--- src/rtl/instr_fetch.sv ---
// Instruction fetch stage: owns the PC, keeps at most one instruction-memory
// request in flight, and queues returned words in a 2-entry FIFO for decode.
module instr_fetch #(
  parameter int unsigned     PC_W     = 8,
  parameter logic [PC_W-1:0] RESET_PC = '0
) (
  input  logic            clk,
  input  logic            rst_n,
  output logic            imem_req,
  output logic [PC_W-1:0] imem_addr,
  input  logic            imem_rvalid,
  input  logic [15:0]     imem_rdata,
  input  logic            redirect_valid,
  input  logic [PC_W-1:0] redirect_pc,
  output logic            if_valid,
  input  logic            if_ready,
  output logic [PC_W-1:0] if_pc,
  output logic [15:0]     if_instr,
  output logic [3:0]      opcode,
  output logic [3:0]      rd,
  output logic [3:0]      rs1,
  output logic [3:0]      rs2_imm
);

  typedef enum logic [1:0] {
    S_FETCH     = 2'd0,
    S_WAIT      = 2'd1,
    S_WAIT_DROP = 2'd2
  } state_t;

  state_t          state;
  logic [PC_W-1:0] fetch_pc;
  logic [PC_W-1:0] req_pc;

  logic [PC_W-1:0] fifo_pc    [2];
  logic [15:0]     fifo_instr [2];
  logic            rd_ptr;
  logic            wr_ptr;
  logic [1:0]      count;

  logic issue;
  logic push;
  logic pop;

  // rst_n gates the strobe so no request leaks out while reset is held.
  assign issue = rst_n && (state == S_FETCH) && (count != 2'd2) && !redirect_valid;
  assign push  = (state == S_WAIT) && imem_rvalid && !redirect_valid;
  assign pop   = if_valid && if_ready;

  assign imem_req  = issue;
  assign imem_addr = fetch_pc;

  assign if_valid = (count != 2'd0) && !redirect_valid;
  assign if_pc    = fifo_pc[rd_ptr];
  assign if_instr = fifo_instr[rd_ptr];
  assign opcode   = if_instr[15:12];
  assign rd       = if_instr[11:8];
  assign rs1      = if_instr[7:4];
  assign rs2_imm  = if_instr[3:0];

  // Request tracker: the state records whether the in-flight response is wanted.
  // NOTE: sequential state uses non-blocking assignments so every register
  // samples pre-edge values regardless of block evaluation order.
  always_ff @(posedge clk or negedge rst_n) begin
    if (!rst_n) begin
      state    <= S_FETCH;
      fetch_pc <= RESET_PC;
      req_pc   <= '0;
    end else if (redirect_valid) begin
      fetch_pc <= redirect_pc;
      if (state != S_FETCH) begin
        state <= imem_rvalid ? S_FETCH : S_WAIT_DROP;
      end
    end else begin
      case (state)
        S_FETCH: begin
          if (issue) begin
            state    <= S_WAIT;
            req_pc   <= fetch_pc;
            fetch_pc <= fetch_pc + PC_W'(1);
          end
        end
        S_WAIT, S_WAIT_DROP: begin
          if (imem_rvalid) begin
            state <= S_FETCH;
          end
        end
        default: state <= S_FETCH;
      endcase
    end
  end

  // 2-entry FIFO; a redirect empties it and realigns both pointers.
  // NOTE: the storage is reset because the head fields must read zero out of
  // reset; with only two entries this costs nothing meaningful.
  always_ff @(posedge clk or negedge rst_n) begin
    if (!rst_n) begin
      count  <= 2'd0;
      rd_ptr <= 1'b0;
      wr_ptr <= 1'b0;
      for (int i = 0; i < 2; i++) begin
        fifo_pc[i]    <= '0;
        fifo_instr[i] <= '0;
      end
    end else if (redirect_valid) begin
      count  <= 2'd0;
      rd_ptr <= 1'b0;
      wr_ptr <= 1'b0;
    end else begin
      if (push) begin
        fifo_pc[wr_ptr]    <= req_pc;
        fifo_instr[wr_ptr] <= imem_rdata;
        wr_ptr             <= ~wr_ptr;
      end
      if (pop) begin
        rd_ptr <= ~rd_ptr;
      end
      case ({push, pop})
        2'b10:   count <= count + 2'd1;
        2'b01:   count <= count - 2'd1;
        default: count <= count;
      endcase
    end
  end

endmodule
--- config.mk ---
export PLATFORM = sky130hd
export DESIGN_NAME = instr_fetch
export DESIGN_NICKNAME = d
export VERILOG_FILES = /design/src/rtl/instr_fetch.sv
export SDC_FILE = /design/constraint.sdc
export NUM_CORES = 1
export LEC_CHECK = 0
export BUFFER_PORTS_ARGS = -buffer_cell sky130_fd_sc_hd__buf_2
export CAP_MARGIN = 15
export CORE_MARGIN = 5
export CORE_UTILIZATION = 30
export CTS_CLUSTER_SIZE = 20
export DETAILED_ROUTE_END_ITERATION = 10
export GPL_TIMING_DRIVEN = 0
export PLACE_DENSITY = 0.59
export SYNTH_ARGS = -nofsm -noshare
export SYNTH_HDL_FRONTEND = slang
export SYNTH_SLANG_ARGS = --single-unit
--- constraint.sdc ---
create_clock -name clk -period 3.9 [get_ports clk]
set_clock_uncertainty 0.1 [all_clocks]
set_input_delay 0.39 -clock clk [delete_from_list [all_inputs] [get_ports clk]]
set_output_delay 0.39 -clock clk [all_outputs]
set_load 0.1 [all_outputs]
==> results of run 1 <==
==> metrics by stage <==
| stage | area [um2] | hold slack [ns] |
|---|---|---|
| after detailed placement | 3860 | 0.387 |
| after global placement | 3850 | 0.381 |
| after floorplan | 3290 | -0.00559 |
| after CTS | 4110 | 0.101 |
| final | 4110 | 0.0645 |
| after global routing | 4110 | 0.133 |
==> state kept, by name, indices dropped and copies added, names as in the netlist <==
signal / count
fifo_instr: 32
fifo_pc: 16
imem_addr: 8
req_pc: 8
count: 2
state: 2
rd_ptr: 1
wr_ptr: 1
==> kinds of logic after synthesis <==
family	count (synthesis)
buffers and inverters	30
XOR/XNOR	10
AND/OR/NAND/NOR	36
adder cells (fa/ha/maj)	3
multiplexers	83
AO/OA/AOI/OAI	17
flip-flops	70
==> how the worst min path moves through the flow <==
stage,start,endpoint,slack [ns]
after global routing,rst_n,fifo_instr[11],0.13
after CTS,rst_n,fifo_instr[11],0.10
final,rst_n,fifo_instr[11],0.06
after floorplan,rst_n,count[0],-0.006
after detailed placement,fifo_instr[13],fifo_instr[13],0.39
after global placement,fifo_instr[14],fifo_instr[14],0.38
==> per-layer routing <==
layer	global-route usage [%]	vias up	share of wire, %
li1	-	1032	-
met1	15.8	1059	46
met2	16.8	80	45
met3	3.84	8	8.2
met4	3.52	0	0.95
met5	0	-	0
==> final cells by class <==
type,instances,area (um2),share of cell area (%)
flip-flops and latches,70,1750,42.6
multi-input cells,149,1350,32.8
plain buffers,27,183,4.44
clock inverters,3,90.1,2.19
well taps,140,175,4.26
clock buffers,12,165,4.02
repair buffers,77,388,9.43
inverters,3,11.3,0.274
==> placed cells by master (no fill, tap or decap), types with 2 or more instances in the layout <==
master      n
inv_1       3
mux2_2     80
o21ai_1     2
clkbuf_1    3
dfrtp_1    70
nor4_1      2
buf_2      81
ha_1        3
a21oi_1     2
xor2_1      2
mux2i_1     3
buf_4      19
clkbuf_8   12
xnor2_1     8
nand2_1    15
nand3_1     2
o21ai_0    11
bufinv_16   3
nor2_1      7
==> worst max-delay path: stages <==
cell     delay [ns]
buf_4          0.66
nand2_1        0.46
nor3_4         0.50
buf_2          0.52
==> metrics.log, run 1 <==
[metrics] layout net count: 369
[metrics] Vias: 2,179
[metrics] Total Die Area: 13,200 um2
[metrics] adder-cell share of the synthesized area: 1.14%
[metrics] post-synthesis share of cell area spent on and, or, nand and nor gates: 6.08%
[metrics] number of global-route vias before repair: 2,263
[metrics] total routing usage reported by global routing: 11.4%
[metrics] destination of the critical timing path: imem_req
[metrics] data required time at the worst endpoint: 3.41 ns
[metrics] Die Span X: 115 um
[metrics] most numerous cell in the Yosys netlist: mux2_2
[metrics] clock tree root driver cell: clkbuf_8
[metrics] largest area contributor in the netlist: dfrtp_1
[metrics] capture point of the worst reg-to-reg path: fifo_pc[8]
[metrics] worst max-slew margin expressed relative to the limit: 39.9%
[metrics] clock latency of the later-clocked register in the worst-skew pair: 0.34 ns
[metrics] Bufs on Longest Clock Path: 2
[metrics] Yosys cell types: 30
[metrics] final number of max-transition violations: 0
[metrics] area delta synth->final: 24.8%
[metrics] share of cells above drive strength 1: 58.7%
[metrics] RSZ-0062 raised after global routing: false
[metrics] post-DR vias/cell: 4.53
[metrics] arrival time reported for the critical path endpoint: 2.58 ns
[metrics] initial core utilization: 30.5%
[metrics] top area cells in the synthesized netlist: dfrtp_1 (53%), mux2_2 (27%), buf_4 (4.1%), xnor2_1 (2.1%), nand2_1 (1.7%)
[metrics] status: complete, no violations
[metrics] startpoint types: primary input
[metrics] floorplan die height: 115 um
[metrics] Core Util, Final: 38.1%
[metrics] largest net degree at the start of global routing: 72
[metrics] final hold vios: 0
[metrics] setup total negative slack: 0 ns
[metrics] Final Critical Period: 3.07 ns
[metrics] core area: 10,800 um2
[metrics] hold buffer count at cts: 0
[metrics] first-pass GRT wire length: 11,600 um
[metrics] kind of end point of the critical path: primary output
[metrics] wire length per cell after detailed routing: 14.9 um
[metrics] proportion of netlist area held by the largest area contributor: 53.2%
[metrics] slack of the critical path: 0.825 ns
[metrics] warning count from the yosys run: 0
[metrics] Seq/Total Area, Yosys: 53.2%
[metrics] crit path max fanout: 71
[metrics] Inserted Diodes: 0
[metrics] number of antenna violations at the first check in global routing: 0
[metrics] setup slack at placement: 0.741 ns
[metrics] multiplexer share of the synthesized area: 28.3%
[metrics] post-route clock period utilization: 78.8%
[metrics] depth of the CTS H-tree: 3
[metrics] number of gates resized after CTS: 0
[metrics] post-synth net total: 281
[metrics] total wirelength of the detailed-routed design: 7170 um
[metrics] number of remaining DRC errors: 0
[metrics] CP startpoint: rst_n
[metrics] Filler Cell Count: 1,072
[metrics] half-perimeter wire length after placement: 5070 um
[metrics] launch point of the worst reg-to-reg path: state[1]
[metrics] DR iter-0 viols: 50
[metrics] clock tree from TritonCTS: done
[metrics] async set-reset flop share out of synthesis: 100%
[metrics] synthesized netlist cell count: 249
[metrics] number of non-filler instances in the completed layout: 481
[metrics] slew at the pin with the worst max-slew slack: 0.901 ns
[metrics] WS Path Type: primary input to primary output
[metrics] kind of path behind the tightest hold check: primary input to asynchronous set/reset pin
[metrics] # clock sinks: 70
[metrics] setup slack of the most critical reg-to-reg path: 1.72 ns
[metrics] final global-route overflow total: 0
[metrics] count of buffers inserted at the top-level ports: 77
[metrics] list of most frequent post-synthesis cells: mux2_2 (80), dfrtp_1 (70), buf_4 (18)
[metrics] largest family of logic cells by synthesized area: multiplexers
[metrics] Netlist Area Pre-Place: 3290 um2
[metrics] number of placement rows: 38
[metrics] number of synthesized flops with an enable pin: 0
[metrics] average footprint of a synthesized cell: 13.2 um2
[metrics] highest clock rate: 0.325 GHz
[metrics] most used flip-flop cell after synthesis: dfrtp_1
[metrics] routability congestion estimate: 0.760
[metrics] detailed-router iteration count before antenna repair: 4
[metrics] clock transition at the registers of the reported paths: 0.07 ns
[metrics] number of antenna-violating nets in the routed design: 0
[metrics] count of state elements after synthesis: 70
[metrics] Reg2Reg Depth: 6
[metrics] number of I/O pins: 79
[metrics] area fraction in compound gates after synthesis: 2.77%
[metrics] number of maximum-capacitance constraint violations: 0
[metrics] setup bufs post-CTS: 0
[metrics] # placed instances: 466
[metrics] final setup violating endpoints: 0
[metrics] clock buffers created by TritonCTS: 9
[metrics] parity-gate share of the synthesized area counting xor and xnor cells: 2.66%
Power of run 1 is not shown: default switching activity piles up to over one toggle a cycle in this logic, so the estimate is an artifact.
==> run 2, diff against run 1 <==
--- a/config.mk
+++ b/config.mk
@@ -5,6 +5,7 @@
 export SDC_FILE = /design/constraint.sdc
 export NUM_CORES = 1
 export LEC_CHECK = 0
+export ABC_AREA = 1
 export BUFFER_PORTS_ARGS = -buffer_cell sky130_fd_sc_hd__buf_2
 export CAP_MARGIN = 15
 export CORE_MARGIN = 5
==> constraint.sdc (replaced) <==
create_clock -name clk -period 3 [get_ports clk]
set_clock_uncertainty 0.1 [all_clocks]
set_input_delay 0.3 -clock clk [delete_from_list [all_inputs] [get_ports clk]]
set_output_delay 0.3 -clock clk [all_outputs]
set_load 0.1 [all_outputs]
==> run 2 against run 1 <==
- hold slack lost 0.051 ns
- first-iteration DRC count grew 120%
- sequential share of layout area shrank 1.4 points
- synthesized cell count grew 46%
- cell area grew 3.5%
- cell count grew 24%
- core utilization grew 0.81 points
==> metrics.log, run 2 <==
[metrics] status: complete, no violations
[metrics] largest register by flop count: fifo_instr
[metrics] detailed-router iteration count before antenna repair: 4
[metrics] final number of max-transition violations: 0
[metrics] routability congestion estimate: 0.806
[metrics] synthesized netlist cell count: 363
[metrics] wire length per cell after detailed routing: 13.2 um
[metrics] post-route clock period utilization: 82.2%
[metrics] post-DR vias/cell: 4.40
[metrics] total routing usage reported by global routing: 12.2%
[metrics] most numerous cell in the Yosys netlist: nand2_1
[metrics] arrival time reported for the critical path endpoint: 2.07 ns
[metrics] biggest regs: fifo_instr: 32 flops, fifo_pc: 16 flops
[metrics] largest area contributor in the netlist: dfrtp_1
[metrics] Bufs on Longest Clock Path: 2
[metrics] area delta synth->final: 25.6%
[metrics] Total Die Area: 13,500 um2
[metrics] number of I/O pins: 79
[metrics] core area: 10,900 um2
[metrics] WS Path Type: primary input to primary output
[metrics] top area cells in the synthesized netlist: dfrtp_1 (52%), nand2_1 (10%), mux2_2 (8.0%), o21ai_0 (4.9%), inv_1 (4.1%)
[metrics] initial core utilization: 31.0%
[metrics] post-synth net total: 395
[metrics] floorplan die height: 116 um
[metrics] most used flip-flop cell after synthesis: dfrtp_1
[metrics] kind of path behind the tightest hold check: primary input to asynchronous set/reset pin
[metrics] count of state elements after synthesis: 70
[metrics] setup bufs post-CTS: 0
[metrics] final hold vios: 0
[metrics] number of synthesized flops with an enable pin: 0
[metrics] Core Util, Final: 38.9%
[metrics] highest clock rate: 0.406 GHz
[metrics] share of cells above drive strength 1: 36.2%
[metrics] Yosys cell types: 28
[metrics] number of flip-flops under the largest register name: 32
[metrics] total wirelength of the detailed-routed design: 7880 um
[metrics] clock tree root driver cell: clkbuf_16
[metrics] number of placement rows: 38
[metrics] Netlist Area Pre-Place: 3390 um2
[metrics] data required time at the worst endpoint: 2.60 ns
[metrics] list of most frequent post-synthesis cells: nand2_1 (92), dfrtp_1 (70), inv_1 (37)
[metrics] final global-route overflow total: 0
[metrics] half-perimeter wire length after placement: 5600 um
[metrics] RSZ-0062 raised after global routing: false
[metrics] proportion of netlist area held by the largest area contributor: 51.7%
[metrics] clock transition at the registers of the reported paths: 0.05 ns
[metrics] crit path max fanout: 71
[metrics] clock latency of the later-clocked register in the worst-skew pair: 0.32 ns
[metrics] final setup violating endpoints: 0
[metrics] average footprint of a synthesized cell: 9.33 um2
[metrics] first-pass GRT wire length: 13,000 um
[metrics] number of global-route vias before repair: 2,637
[metrics] worst max-slew margin expressed relative to the limit: 40.6%
[metrics] number of antenna-violating nets in the routed design: 0
[metrics] Seq/Total Area, Yosys: 51.7%
[metrics] Vias: 2,625
[metrics] startpoint types: primary input
[metrics] warning count from the yosys run: 0
[metrics] layout net count: 484
[metrics] number of remaining DRC errors: 0
[metrics] setup slack of the most critical reg-to-reg path: 1.39 ns
[metrics] # clock sinks: 70
[metrics] hold buffer count at cts: 0
[metrics] Die Span X: 116 um
[metrics] count of buffers inserted at the top-level ports: 78
[metrics] number of maximum-capacitance constraint violations: 0
[metrics] clock buffers created by TritonCTS: 9
[metrics] Final Critical Period: 2.47 ns
[metrics] clock tree from TritonCTS: done
[metrics] number of antenna violations at the first check in global routing: 0
[metrics] kind of end point of the critical path: primary output
[metrics] depth of the CTS H-tree: 3
[metrics] largest net degree at the start of global routing: 72
[metrics] commonest cells after routing, fill and taps aside: nand2_1 (92), buf_2 (84), dfrtp_1 (70)
[metrics] slew at the pin with the worst max-slew slack: 0.890 ns
[metrics] async set-reset flop share out of synthesis: 100%
[metrics] DR iter-0 viols: 111
[metrics] Inserted Diodes: 0
[metrics] most common cell after layout, fill and taps aside: nand2_1
[metrics] number of gates resized after CTS: 0
## run 2: cell types whose count changed after synthesis, sizes merged, moves of 8 or more
| cell | previous run | this run |
|---|---|---|
| nand2 | 15 | 94 |
| mux2 | 80 | 24 |
| o21ai | 13 | 63 |
| inv | 3 | 40 |
| nand3 | 2 | 10 |
## run 2: metal layers
layer  share of wire (%)  global-route usage [%]
met1                  46                    16.6
met2                  46                    19.5
met3                 6.8                    3.68
met4                0.53                    2.32
met5                   0                       0
## run 2: area by class of cell
type | count | area [um2]
Multi-Input combinational cell | 220 | 1240
Tap cell | 140 | 175
Fill cell | 1100 | 6680
Sequential cell | 70 | 1750
Clock buffer | 10 | 239
Clock inverter | 5 | 58.8
Timing Repair Buffer | 78 | 393
Buffer | 32 | 238
Inverter | 41 | 155
## run 2: metrics by stage
stage          setup TNS, ns  hold WS, ns  instance area, um2  worst slack, ns  instances
3_3_place_gp        -0.00254        0.360                3950         -0.00254        581
5_1_grt                    0       0.0868                4250            0.251        596
3_5_place_dp               0        0.364                3960            0.482        581
4_1_cts                    0       0.0428                4250            0.475        596
6_report                   0       0.0137                4250            0.535        596
2_1_floorplan              0      -0.0956                3390            0.637        363
## run 2: critical path: stages
cell     delay, ns
buf_4         0.68
nand2_1       0.12
inv_1         0.14
nand3_4       0.11
inv_2         0.10
buf_6         0.14
buf_2         0.43
## run 2: path summary, 6_finish.rpt
kind,from,end,cells after the start
max,rst_n,imem_req,7
min,rst_n,fifo_instr[29],1
max reg2reg,state[0],fifo_instr[30],6
min reg2reg,fifo_instr[1],fifo_instr[1],2
max in group asynchronous,rst_n,count[1],1
min in group clk,redirect_pc[0],imem_addr[0],3
## run 2: kinds of logic (layout without fill, tap and decap cells)
| family | Yosys count | after routing | synth area share, % |
|---|---|---|---|
| flip-flops | 70 | 70 | 51.7 |
| buffers and inverters | 73 | 166 | 11.6 |
| adder cells (fa/ha/maj) | 3 | 3 | 1.11 |
| XOR/XNOR | 3 | 3 | 0.776 |
| AND/OR/NAND/NOR | 118 | 118 | 15.0 |
| AO/OA/AOI/OAI | 72 | 72 | 11.9 |
| multiplexers | 24 | 24 | 7.98 |
Power of run 2 is left out for the same reason.
==> run 3, diff against run 2 <==
--- a/config.mk
+++ b/config.mk
@@ -5,7 +5,7 @@
 export SDC_FILE = /design/constraint.sdc
 export NUM_CORES = 1
 export LEC_CHECK = 0
-export ABC_AREA = 1
+export ABC_AREA = 0
 export BUFFER_PORTS_ARGS = -buffer_cell sky130_fd_sc_hd__buf_2
 export CAP_MARGIN = 15
 export CORE_MARGIN = 5
@@ -13,7 +13,7 @@
 export CTS_CLUSTER_SIZE = 20
 export DETAILED_ROUTE_END_ITERATION = 10
 export GPL_TIMING_DRIVEN = 0
-export PLACE_DENSITY = 0.59
+export PLACE_DENSITY = 0.61
 export SYNTH_ARGS = -nofsm -noshare
 export SYNTH_HDL_FRONTEND = slang
 export SYNTH_SLANG_ARGS = --single-unit
==> constraint.sdc (replaced) <==
create_clock -name clk -period 2.01 [get_ports clk]
set_clock_uncertainty 0.1 [all_clocks]
set_input_delay 0.201 -clock clk [delete_from_list [all_inputs] [get_ports clk]]
set_output_delay 0.201 -clock clk [all_outputs]
set_load 0.1 [all_outputs]
==> run 3 against run 2 <==
- the flow now finishes with violations (negative hold slack)
- critical path depth down 3
- clock-buffer cell count up 4
- cell count down 15%
- die area down 2.6%
- first-iteration DRC count down 66%
- highest routed layer unchanged
- largest cell class unchanged
- wire length down 8.6%
- worst setup slack worse by 0.49 ns
- cell area up 4.3%
- sequential share of layout area down 1.6 points
- hold slack worse by 0.24 ns
- global-route usage down 0.70 points
- non-clock buffer count up 21
==> metrics.log, run 3 (synthesis gave the netlist of run 1 again) <==
[metrics] status: finished, violations left
[metrics] violated checks: negative hold slack
[metrics] Vias: 2,279
[metrics] Bufs on Longest Clock Path: 2
[metrics] DR iter-0 viols: 38
[metrics] Die Span X: 115 um
[metrics] arrival time reported for the critical path endpoint: 1.67 ns
[metrics] total wirelength of the detailed-routed design: 7210 um
[metrics] number of placement rows: 38
[metrics] final global-route overflow total: 0
[metrics] number of remaining DRC errors: 0
[metrics] routability congestion estimate: 0.720
[metrics] destination of the critical timing path: rd[0]
[metrics] worst max-slew margin expressed relative to the limit: 56.4%
[metrics] wire length per cell after detailed routing: 14.2 um
[metrics] post-route clock period utilization: 98.0%
[metrics] kind of path behind the tightest hold check: primary input to asynchronous set/reset pin
[metrics] number of maximum-capacitance constraint violations: 0
[metrics] floorplan die height: 115 um
[metrics] # clock sinks: 70
[metrics] Total Die Area: 13,200 um2
[metrics] Reg2Reg Depth: 6
[metrics] # placed instances: 466
[metrics] clock transition at the registers of the reported paths: 0.07 ns
[metrics] number of flip-flops under the largest register name: 32
[metrics] total cell area at the placement stage: 3910 um2
[metrics] launch point of the worst reg-to-reg path: state[0]
[metrics] largest register by flop count: fifo_instr
[metrics] startpoint types: flop
[metrics] hold buffer count at cts: 24
[metrics] Core Util, Final: 41.1%
[metrics] kind of end point of the critical path: primary output
[metrics] setup total negative slack: 0 ns
[metrics] Design Area, Final: 4440 um2
[metrics] detailed-router iteration count before antenna repair: 3
[metrics] number of global-route vias before repair: 2,471
[metrics] worst hold-check slack: -0.229 ns
[metrics] multi-input gate area in the final layout: 1410 um2
[metrics] area delta synth->final: 34.7%
[metrics] Final Critical Period: 1.97 ns
[metrics] half-perimeter wire length after placement: 5000 um
[metrics] clock tree from TritonCTS: done
[metrics] biggest regs: fifo_instr: 32 flops, fifo_pc: 16 flops
[metrics] CP startpoint: rd_ptr
[metrics] highest clock rate: 0.508 GHz
[metrics] data required time at the worst endpoint: 1.71 ns
[metrics] number of antenna-violating nets in the routed design: 0
[metrics] slew at the pin with the worst max-slew slack: 0.654 ns
[metrics] number of non-filler instances in the completed layout: 508
[metrics] most common cell after layout, fill and taps aside: mux2_2
[metrics] depth of the CTS H-tree: 3
[metrics] Inserted Diodes: 0
[metrics] final hold vios: 70
[metrics] post-DR vias/cell: 4.49
[metrics] initial core utilization: 30.5%
[metrics] first-pass GRT wire length: 11,900 um
[metrics] commonest cells after routing, fill and taps aside: mux2_2 (72), dfrtp_1 (67), buf_2 (60)
[metrics] core area: 10,800 um2
[metrics] clock tree root driver cell: clkbuf_8
[metrics] setup slack of the most critical reg-to-reg path: 0.17 ns
[metrics] final setup violating endpoints: 0
[metrics] number of I/O pins: 79
[metrics] RSZ-0062 raised after global routing: true
[metrics] capture point of the worst reg-to-reg path: fifo_instr[9]
[metrics] total routing usage reported by global routing: 11.5%
[metrics] clock latency of the later-clocked register in the worst-skew pair: 0.34 ns
[metrics] clock buffers created by TritonCTS: 9
[metrics] Filler Cell Count: 999
[metrics] number of antenna violations at the first check in global routing: 0
[metrics] largest net degree at the start of global routing: 72
[metrics] count of buffers inserted at the top-level ports: 77
[metrics] crit path max fanout: 10
[metrics] Seq. cell area: 1760 um2
[metrics] layout net count: 396
[metrics] share of cells above drive strength 1: 57.1%
[metrics] final number of max-transition violations: 0
[metrics] WS Path Type: flop to primary output
-- run 3: cell count changes in the layout (fill, tap and decap cells not counted), sizes merged, moves of 4 or more --
cell,before,now
nand2,94,15
clkbuf,12,17
buf,108,104
dlygate4sd3,0,24
o21ai,63,13
xnor2,2,8
nand3,10,2
mux2,24,80
inv,41,3
-- run 3: final cells by class --
class | instances | share of cell area (%)
Sequential cell | 70 | 39.6
Multi-Input combinational cell | 149 | 31.8
Timing Repair Buffer | 105 | 15.9
Buffer | 26 | 4.43
Tap cell | 140 | 3.95
Clock buffer | 14 | 3.44
Clock inverter | 1 | 0.677
Inverter | 3 | 0.254
-- run 3: through the flow --
| stage | hold slack [ns] | setup slack (ns) |
|---|---|---|
| 2_1_floorplan | -0.195 | -0.338 |
| 3_3_place_gp | 0.308 | -1.13 |
| 3_5_place_dp | 0.304 | -0.617 |
| 4_1_cts | -0.215 | 0.0126 |
| 5_1_grt | -0.166 | -0.0183 |
| 6_report | -0.229 | 0.0411 |
-- run 3: what timing repair did --
item                                    in CTS  in global routing
gates resized for setup                     26                  2
pin swaps                                    1                  0
endpoints found under the setup margin      81                 31
hold endpoints to repair                   107                 70
buffers inserted                             4                  0
-- run 3: worst min-delay path by stage --
| stage | from | to | slack, ns | cells after the start |
|---|---|---|---|---|
| 2_1_floorplan | rst_n | count[0] | -0.19 | 0 |
| 3_3_place_gp | redirect_pc[0] | imem_addr[0] | 0.31 | 3 |
| 3_5_place_dp | rst_n | state[0] | 0.30 | 1 |
| 4_1_cts | rst_n | wr_ptr | -0.22 | 1 |
| 5_1_grt | rst_n | fifo_instr[16] | -0.17 | 1 |
| 6_report | rst_n | state[0] | -0.23 | 1 |
-- run 3: routing by layer --
| metal | vias to the layer above | wire length (um) | global-route usage (%) | part of all wire, % |
|---|---|---|---|---|
| met4 | 0 | 146 | 5.71 | 2.0 |
| met1 | 1126 | 3250 | 14.2 | 45 |
| li1 | 1095 | - | - | - |
| met3 | 12 | 323 | 2.26 | 4.5 |
| met5 | - | 0 | 0 | 0 |
| met2 | 46 | 3490 | 19.4 | 48 |
-- run 3: critical path: stages, from the launching register on --
cell     delay, ns
dfrtp_2       0.41
buf_6         0.19
mux2_2        0.37
buf_4         0.13
buf_4         0.22
Power of run 3 is left out for the same reason.
